File: src/rtl/rv_div_seq.sv
// rv_div_seq: sequential RV32M divider for DIV/DIVU/REM/REMU.
// Radix-2 restoring division retires one quotient bit per clock on operand magnitudes.
// Signs are applied when the result is registered.
// Divide-by-zero and signed overflow produce fixed results.
// With EARLY_OUT set, those cases take a single CALC step instead of WIDTH steps.
// The ce_i/ce_o strobe handshake matches the execute-stage multiplier.
//
// state  | meaning
// -------+---------------------------------------------------------------
// S_IDLE | waiting for ce_i; busy_o low; ce_o strobes here after DONE
// S_CALC | one restoring iteration per edge, count runs WIDTH-1 down to 0
// S_DONE | final sign fix-up; result_o and ce_o load on the exit edge
module rv_div_seq #(
    parameter int WIDTH     = 32,
    parameter bit EARLY_OUT = 1'b1
) (
    input  logic             clk_i,
    input  logic             rst_ni,
    input  logic             ce_i,
    input  logic             kill_i,
    input  logic [1:0]       op_i,
    input  logic [WIDTH-1:0] op1_i,
    input  logic [WIDTH-1:0] op2_i,
    output logic             busy_o,
    output logic             ce_o,
    output logic [WIDTH-1:0] result_o
);

    localparam int CW = (WIDTH > 1) ? $clog2(WIDTH) : 1;
    localparam logic [WIDTH-1:0] MIN_INT  = {1'b1, {(WIDTH-1){1'b0}}};
    localparam logic [WIDTH-1:0] ALL_ONES = '1;

    typedef enum logic [1:0] {
        S_IDLE = 2'd0,
        S_CALC = 2'd1,
        S_DONE = 2'd2
    } state_t;

    state_t state;
    state_t state_nxt;

    logic [CW-1:0]    count;
    logic [WIDTH-1:0] rem;
    logic [WIDTH-1:0] quo;
    logic [WIDTH-1:0] divisor;
    logic [WIDTH-1:0] special_res;
    logic             op_rem;
    logic             neg_q;
    logic             neg_r;
    logic             special;

    logic             is_signed;
    logic             sign1;
    logic             sign2;
    logic             div_zero;
    logic             sgn_ovf;
    logic             start;
    logic [WIDTH-1:0] abs1;
    logic [WIDTH-1:0] abs2;
    logic [WIDTH-1:0] spec_val;

    logic [WIDTH:0]   shifted;
    logic [WIDTH:0]   diff;

    logic             finish;
    logic [WIDTH-1:0] q_fix;
    logic [WIDTH-1:0] r_fix;
    logic [WIDTH-1:0] final_res;

    // Operand decode: magnitudes, sign flags and the fixed special-case result.
    // The magnitude of MIN_INT wraps back to MIN_INT, which is 2^(WIDTH-1) read unsigned.
    always_comb begin
        is_signed = ~op_i[0];
        sign1     = is_signed & op1_i[WIDTH-1];
        sign2     = is_signed & op2_i[WIDTH-1];
        abs1      = sign1 ? ('0 - op1_i) : op1_i;
        abs2      = sign2 ? ('0 - op2_i) : op2_i;
        div_zero  = (op2_i == '0);
        sgn_ovf   = is_signed && (op1_i == MIN_INT) && (op2_i == ALL_ONES);
        if (op_i[1]) begin
            spec_val = div_zero ? op1_i : '0;
        end else begin
            spec_val = div_zero ? ALL_ONES : MIN_INT;
        end
        start     = (state == S_IDLE) && ce_i && !kill_i;
    end

    // One restoring step: shift in the next dividend bit, then trial-subtract the divisor.
    always_comb begin
        shifted = {rem, quo[WIDTH-1]};
        diff    = shifted - {1'b0, divisor};
    end

    // State register.
    always_ff @(posedge clk_i or negedge rst_ni) begin
        if (!rst_ni) begin
            state <= S_IDLE;
        end else begin
            state <= state_nxt;
        end
    end

    // Next-state logic; kill_i overrides everything and returns to idle.
    always_comb begin
        state_nxt = state;
        if (kill_i) begin
            state_nxt = S_IDLE;
        end else begin
            case (state)
                S_IDLE:  if (ce_i) state_nxt = S_CALC;
                S_CALC:  if (count == '0) state_nxt = S_DONE;
                S_DONE:  state_nxt = S_IDLE;
                default: state_nxt = S_IDLE;
            endcase
        end
    end

    // State outputs and the sign-corrected result.
    // Special cases bypass the sign fix-up entirely.
    always_comb begin
        busy_o = (state != S_IDLE);
        finish = (state == S_DONE) && !kill_i;
        q_fix  = neg_q ? ('0 - quo) : quo;
        r_fix  = neg_r ? ('0 - rem) : rem;
        if (special) begin
            final_res = special_res;
        end else begin
            final_res = op_rem ? r_fix : q_fix;
        end
    end

    // Datapath: capture on start, iterate in CALC, register the result on the DONE exit.
    always_ff @(posedge clk_i or negedge rst_ni) begin
        if (!rst_ni) begin
            count       <= '0;
            rem         <= '0;
            quo         <= '0;
            divisor     <= '0;
            special_res <= '0;
            op_rem      <= 1'b0;
            neg_q       <= 1'b0;
            neg_r       <= 1'b0;
            special     <= 1'b0;
            ce_o        <= 1'b0;
            result_o    <= '0;
        end else begin
            ce_o <= finish;
            if (finish) begin
                result_o <= final_res;
            end
            if (start) begin
                op_rem      <= op_i[1];
                neg_q       <= sign1 ^ sign2;
                neg_r       <= sign1;
                special     <= div_zero | sgn_ovf;
                special_res <= spec_val;
                divisor     <= abs2;
                quo         <= abs1;
                rem         <= '0;
                // Special operands get one CALC step so the early-out latency stays fixed.
                count       <= (EARLY_OUT && (div_zero || sgn_ovf)) ? '0 : CW'(WIDTH - 1);
            end else if (state == S_CALC) begin
                count <= count - CW'(1);
                if (!diff[WIDTH]) begin
                    rem <= diff[WIDTH-1:0];
                    quo <= {quo[WIDTH-2:0], 1'b1};
                end else begin
                    rem <= shifted[WIDTH-1:0];
                    quo <= {quo[WIDTH-2:0], 1'b0};
                end
            end
        end
    end

endmodule

File: config.mk
export PLATFORM = sky130hd
export DESIGN_NAME = rv_div_seq
export DESIGN_NICKNAME = d
export VERILOG_FILES = /design/src/rtl/rv_div_seq.sv
export SDC_FILE = /design/constraint.sdc
export NUM_CORES = 1
export LEC_CHECK = 0
export ABC_CLOCK_PERIOD_IN_PS = 6100
export BUFFER_PORTS_ARGS = -buffer_cell sky130_fd_sc_hd__buf_2
export CAP_MARGIN = 20
export CORE_MARGIN = 4
export CORE_UTILIZATION = 50
export DETAILED_ROUTE_END_ITERATION = 8
export PLACE_DENSITY = 0.67
export SLEW_MARGIN = 20
export SYNTH_ARGS = -nofsm -noshare
export SYNTH_HDL_FRONTEND = slang
export SYNTH_SLANG_ARGS = --single-unit
File: constraint.sdc
create_clock -name clk_i -period 6.1 [get_ports clk_i]
set_clock_uncertainty 0.1 [all_clocks]
set_input_delay 1.525 -clock clk_i [delete_from_list [all_inputs] [get_ports clk_i]]
set_output_delay 1.525 -clock clk_i [all_outputs]
set_load 0.02 [all_outputs]
# Word level (Yosys, flattened, before mapping)
# Index checks and enable logic that the tools add are counted.
[word_totals]
latchBits = 0
in_bits = 70
output_inout_bits = 34
rom_bits = 0
ram_bits = 0
memories = 0
wordCells = 64
reg_bits = 172
[classes]
bitwise = 5
shifts = 0
n_mux = 22
n_mul = 0
addsub = 6
eq_ne = 6
n_reduce_logical = 13
order_cmp = 0
div_mod_pow = 0
[op_table]
columns = ["cell", "n"]
rows = [
  ["32-bit 2-to-1 mux", 13],
  ["1-bit by 32-bit subtractor with 32-bit output, first input constant", 4],
  ["32-bit equality test, second input constant", 2],
  ["33-bit by 32-bit subtractor with 33-bit output", 1],
  ["32-bit zero test", 1],
  ["31-bit 2-to-1 mux", 1],
  ["5-bit 2-to-1 mux", 3],
  ["2-bit 2-to-1 mux", 3],
  ["3-bit != test, second input constant", 2],
  ["1-bit logical AND", 5],
  ["5-bit zero test", 1],
  ["5-bit by 1-bit subtractor with 5-bit output, second input constant", 1],
  ["2-bit case mux with 2 select lines", 1],
  ["2-bit nonzero test", 2],
  ["1-bit bitwise AND", 2],
  ["2-bit by 1-bit equality test with 1-bit output, second input constant", 1],
  ["2-bit equality test, second input constant", 1],
  ["2-bit zero test", 1],
  ["2-bit AND reduction", 1],
  ["1-bit zero test", 1],
  ["1-bit logical OR", 1],
  ["1-bit 2-to-1 mux", 1],
  ["1-bit inverter", 1],
  ["1-bit OR", 1],
  ["1-bit bitwise XOR", 1],
]

# Logic depth before layout (Yosys ltp)
[depth]
ltp_word = 6
ltp_mapped = 13
depth_no_buf = 11

# Least setup slack after synthesis
# Ideal clock, no wire load.
[synth_timing]
path_kind = "input -> register"
startpoint = "input port op1_i[6]"
endpoint = "register quo[30]"
path_stages = 8
path_buffers = 0
path_slack_ns = 2.436
required_ns = 5.871
t_arrival_ns = 3.435
setup_ns = 0.129
path_cell_list = "or4_4 nor4_4 and3b_1 nand2_1 or3_1 o41ai_2 xor2_1 o21ai_1"
[synth_via]
elab_chain_len = 3
[synth_rtl]
columns = ["element", "line_no", "rtl"]
rows = [
  ["from (decl)", "22", "input logic [WIDTH-1:0] op1_i,"],
  ["1-bit by 32-bit subtractor with 32-bit output", "76", "abs1 = sign1 ? ('0 - op1_i) : op1_i;"],
  ["32-bit 2-to-1 mux", "76", ""],
  ["32-bit 2-to-1 mux", "151", "if (start) begin"],
  ["to (signal assigned)", "158", "quo <= abs1;"],
  ["to (signal assigned)", "166", "quo <= {quo[WIDTH-2:0], 1'b1};"],
  ["to (signal assigned)", "169", "quo <= {quo[WIDTH-2:0], 1'b0};"],
  ["to (decl)", "44", "logic [WIDTH-1:0] quo;"],
]
# No other way between the ends.
# A chain may end at the register's enable or synchronous reset.

# Final worst setup path
[layout_timing]
startpoint = "input port op2_i[0]"
endpoint = "register special_res[16]"
[layout_via]
elab_chain_len = 3
elab_cells_between_ends = 4
cone_classes = "mux (3); reduce/logical (1)"
[layout_rtl]
columns = ["element", "line_no", "rtl"]
rows = [
  ["from (decl)", "23", "input logic [WIDTH-1:0] op2_i,"],
  ["32-bit zero test (*)", "78", "div_zero = (op2_i == '0);"],
  ["31-bit 2-to-1 mux or 32-bit 2-to-1 mux (tied branches)", "83, 81", ""],
  ["32-bit 2-to-1 mux (*)", "80", "if (op_i[1]) begin"],
  ["to (signal assigned)", "156", "special_res <= spec_val;"],
  ["to (decl)", "46", "logic [WIDTH-1:0] special_res;"],
]
# Mark *: on every way between the ends. The rest lies on a longest branch, timed or not.

==> results.toml <==
[synth]
syn_nets = 1609
post-synth-top-area-fraction = 0.3415
synth.distinct_cells = 82
post_synth_main_area_contributors = "sky130_fd_sc_hd__dfrtp_1, sky130_fd_sc_hd__o21ai_0, sky130_fd_sc_hd__xnor2_1"
synth_seq_area_share = 0.3415
synthesis.area_per_instance_um2 = 8.408
synth_enable_flop_cells = 0
ys.flop_type = "sky130_fd_sc_hd__dfrtp_1"
syn-instance-count = 1499
synthTopCellsByCount = "sky130_fd_sc_hd__dfrtp_1, sky130_fd_sc_hd__nand2_1, sky130_fd_sc_hd__o21ai_0"
ys_async_sr_fraction = 1.000
yosys.cell_count.top_type = "sky130_fd_sc_hd__dfrtp_1"
postSynthRegisterBits = 172
synth.largest_area_cell = "sky130_fd_sc_hd__dfrtp_1"
ys.warnings.count = 0
synth_area_um2 = 12600

[global_route]
grt_pass1_vias = 10840
antenna_found_initial = 0
grt_start_max_net_pins = 173
wire_length_of_the_first_global_routing_pass_um = 58690
grt-ovfl-total = 0
groute.usage.overall = 0.2540

[clocking]
clk_latency_ns = 0.44
cts_hold_buffers = 0
clock_sink_count = 172
cts_resized = 0
htree_levels = 4
cts_tree = "built"
tritoncts.num_buffers = 17
cts_root_buf = "sky130_fd_sc_hd__clkbuf_16"
clk_path_buf_depth = 2
postCtsSetupRepairBufs = 0
clk_transition_reported_paths_ns = 0.07

[finish]
antenna_cells_inserted = 0
final_layout_size_suffix_gt1_frac = 0.1364
finalNetCount = 1652
area_delta_synth_final_pct = 9.808

[setup_path]
kind_of_cell_adding_the_most_delay_to_the_critical_path = "simple AND/OR/NAND/NOR gates"
critical_path_peak_fanout = 19
slowest_delay_ns = 0.87
critical_path_cell_sequence = "buf_2 > inv_1 > ha_1 > nand2_1 > nor4_4 > nand4_1 > or4_1 > buf_4 > o31ai_1"
r2r.worst_path.cells = 12
worstReg2RegStart = "quo[31]"
setup.worst_path.end_class = "flop"
crit_arrival_ns = 4.21
criticalPathCategory = "input pin to flop"
reg2reg_setup_slack_ns = 2.18
regToRegEndpoint = "rem[26]"
cpMaxStageDelayCell = "sky130_fd_sc_hd__or4_1"
worst_ep_required_time_ns = 6.34
crit_path_start_kind = "input pin"
path_buf_inv = 3

[route]
total_number_of_vias = 11360
residual_antenna_violating_net_count_after_detailed_routing = 0
detail_route.wl_per_cell_um = 18.72
remaining_drc_errors = 0
drtIter0Drc = 1023
drt_pass1_iterations = 5
route.final.wire_length_um = 35160
detail_route.vias_per_cell = 6.047

[sta]
worstMarginPinSlew_ns = 1.117
timing.final.crit_period_ns = 3.968
maximum_achievable_frequency_mhz = 252.0
number_of_hold_slack_violations_in_the_final_timing_report = 0
min_period_over_period = 0.6505
sum_neg_setup_slack_ns = 0
finalSetupViolations = 0
timing_max_transition_violations_final = 0
rsz0062_at_grt = "no"
timing.max_slew.rel_slack = 0.2556

[run]
maxCapViolCount = 0

[die]
dieHeight_um = 166.8
die_x_um = 166.8
initial_utilization = 0.5137
floorplan.die_area_um2 = 27810
fp.coreArea_um2 = 24530
pin_count = 104
placement_rows = 57

[pwr]
post-layout-total-power_uw = 6371
power.density_nw_per_um2 = 460.3
p_leak_uw = 0.005869
power.ir.vdd_worst_v = 0.0002221

[placement]
detailed_place_hpwl_um = 25800
numPortBuffers = 103
globalplace.congestion = 0.9088

[hold_path]
worstHoldPathCells = 2
min_delay_worst_endpoint = "result_o[30]"
hold_start = "result_o[30]"
worstHoldPathType = "flop to flop"

[status]
result_of_the_run = "finished, final reports clean"
==> metrics by stage <==
stage               area (um^2)  hold slack, ns  utilization  setup slack [ns]  instances
finish                    13840          0.3735       0.5641             2.132       1878
global route              13840          0.4037       0.5641             1.925       1878
CTS                       13840          0.3816       0.5641             2.106       1878
detailed placement        13260          0.3651       0.5403             1.680       1847
global placement          13250          0.3569       0.5402             1.787       1847
floorplan                 12600          0.3478            -             2.436       1499
==> worst reg2reg max path, cell delays in order, from the launching register on <==
cell                        delay, ns
sky130_fd_sc_hd__dfrtp_1         0.40
sky130_fd_sc_hd__inv_1           0.15
sky130_fd_sc_hd__ha_1            0.26
sky130_fd_sc_hd__fa_1            0.41
sky130_fd_sc_hd__nor2b_1         0.19
sky130_fd_sc_hd__o31a_1          0.25
sky130_fd_sc_hd__o21ai_2         0.17
sky130_fd_sc_hd__a2111oi_4       0.50
sky130_fd_sc_hd__nor4_2          0.09
sky130_fd_sc_hd__o21a_1          0.18
sky130_fd_sc_hd__buf_4           0.22
sky130_fd_sc_hd__o21ai_0         0.66
sky130_fd_sc_hd__o211ai_1        0.18
==> final cells by class <==
cell class                 instances  area, um^2
sequential                       172        4304
multi-input combinational       1176        7686
clock buffer                      17       425.4
clock inverter                    14       157.7
tap                              324       405.4
timing repair buffer             118       646.9
fill                            2288       10690
inverter                          57       214.0
==> registers in the layout (all words and copies together), names as in the netlist <==
signal       flops
divisor         32
quo             32
rem             32
result_o        32
special_res     32
count            5
state            2
ce_o             1
neg_q            1
neg_r            1
op_rem           1
special          1
==> worst max-delay path by stage <==
stage                         from         endpoint  slack [ns]  depth (start not counted)
after floorplan           op1_i[6]          quo[30]        2.44                          8
final                     op2_i[0]  special_res[16]        2.13                          9
after CTS                 op2_i[0]  special_res[16]        2.11                          9
after detailed placement  op2_i[0]  special_res[16]        1.68                          9
after global routing      op2_i[0]  special_res[16]        1.93                          9
after global placement    op2_i[0]  special_res[23]        1.79                          9
==> power breakdown <==
group	switching [uW]	leakage (uW)	internal, uW
Sequential	445	0.00225	1450
Combinational	2060	0.00335	1350
Clock	527	0.000277	544
==> per-layer routing <==
| layer | up-vias | global-route usage | routed length, um | share of wire |
|---|---|---|---|---|
| met5 | - | 0 | 0 | 0 |
| met4 | 0 | 0.05941 | 544 | 0.015 |
| met3 | 37 | 0.02631 | 1575 | 0.045 |
| met2 | 295 | 0.4076 | 16520 | 0.47 |
| met1 | 5502 | 0.3726 | 16520 | 0.47 |
| li1 | 5522 | - | - | - |
==> cell families after synthesis <==
logic type               Yosys count  synth area share
AND/OR/NAND/NOR                  490            0.1956
AO/OA/AOI/OAI                    486            0.2585
flip-flops                       172            0.3415
buffers and inverters            151           0.05043
XOR/XNOR                         139           0.09660
adder cells (fa/ha/maj)           40           0.04031
multiplexers                      21           0.01707
==> cells in the final DEF, fill, tap and decap left out, drive strengths merged, types with 5 or more instances in the layout <==
cell / netlist / final
a2111oi: 5 / 5
a211oi: 18 / 18
a21o: 9 / 9
a21oi: 94 / 94
a22oi: 31 / 31
a31oi: 8 / 8
a41oi: 5 / 5
and2: 8 / 8
and3: 14 / 14
buf: 16 / 118
clkbuf: 78 / 17
clkinv: 0 / 8
dfrtp: 172 / 172
ha: 39 / 39
inv: 57 / 61
mux2i: 17 / 17
nand2: 173 / 173
nand2b: 12 / 12
nand3: 43 / 43
nand4: 15 / 15
nor2: 75 / 75
nor2b: 35 / 35
nor3: 39 / 39
nor3b: 6 / 6
nor4: 20 / 20
o211ai: 29 / 29
o21a: 10 / 10
o21ai: 155 / 155
o22ai: 7 / 7
o31ai: 72 / 72
o41ai: 14 / 14
or2: 10 / 10
or3: 19 / 19
or4: 11 / 11
xnor2: 75 / 75
xor2: 64 / 64
(Power assumes the default switching activity.)
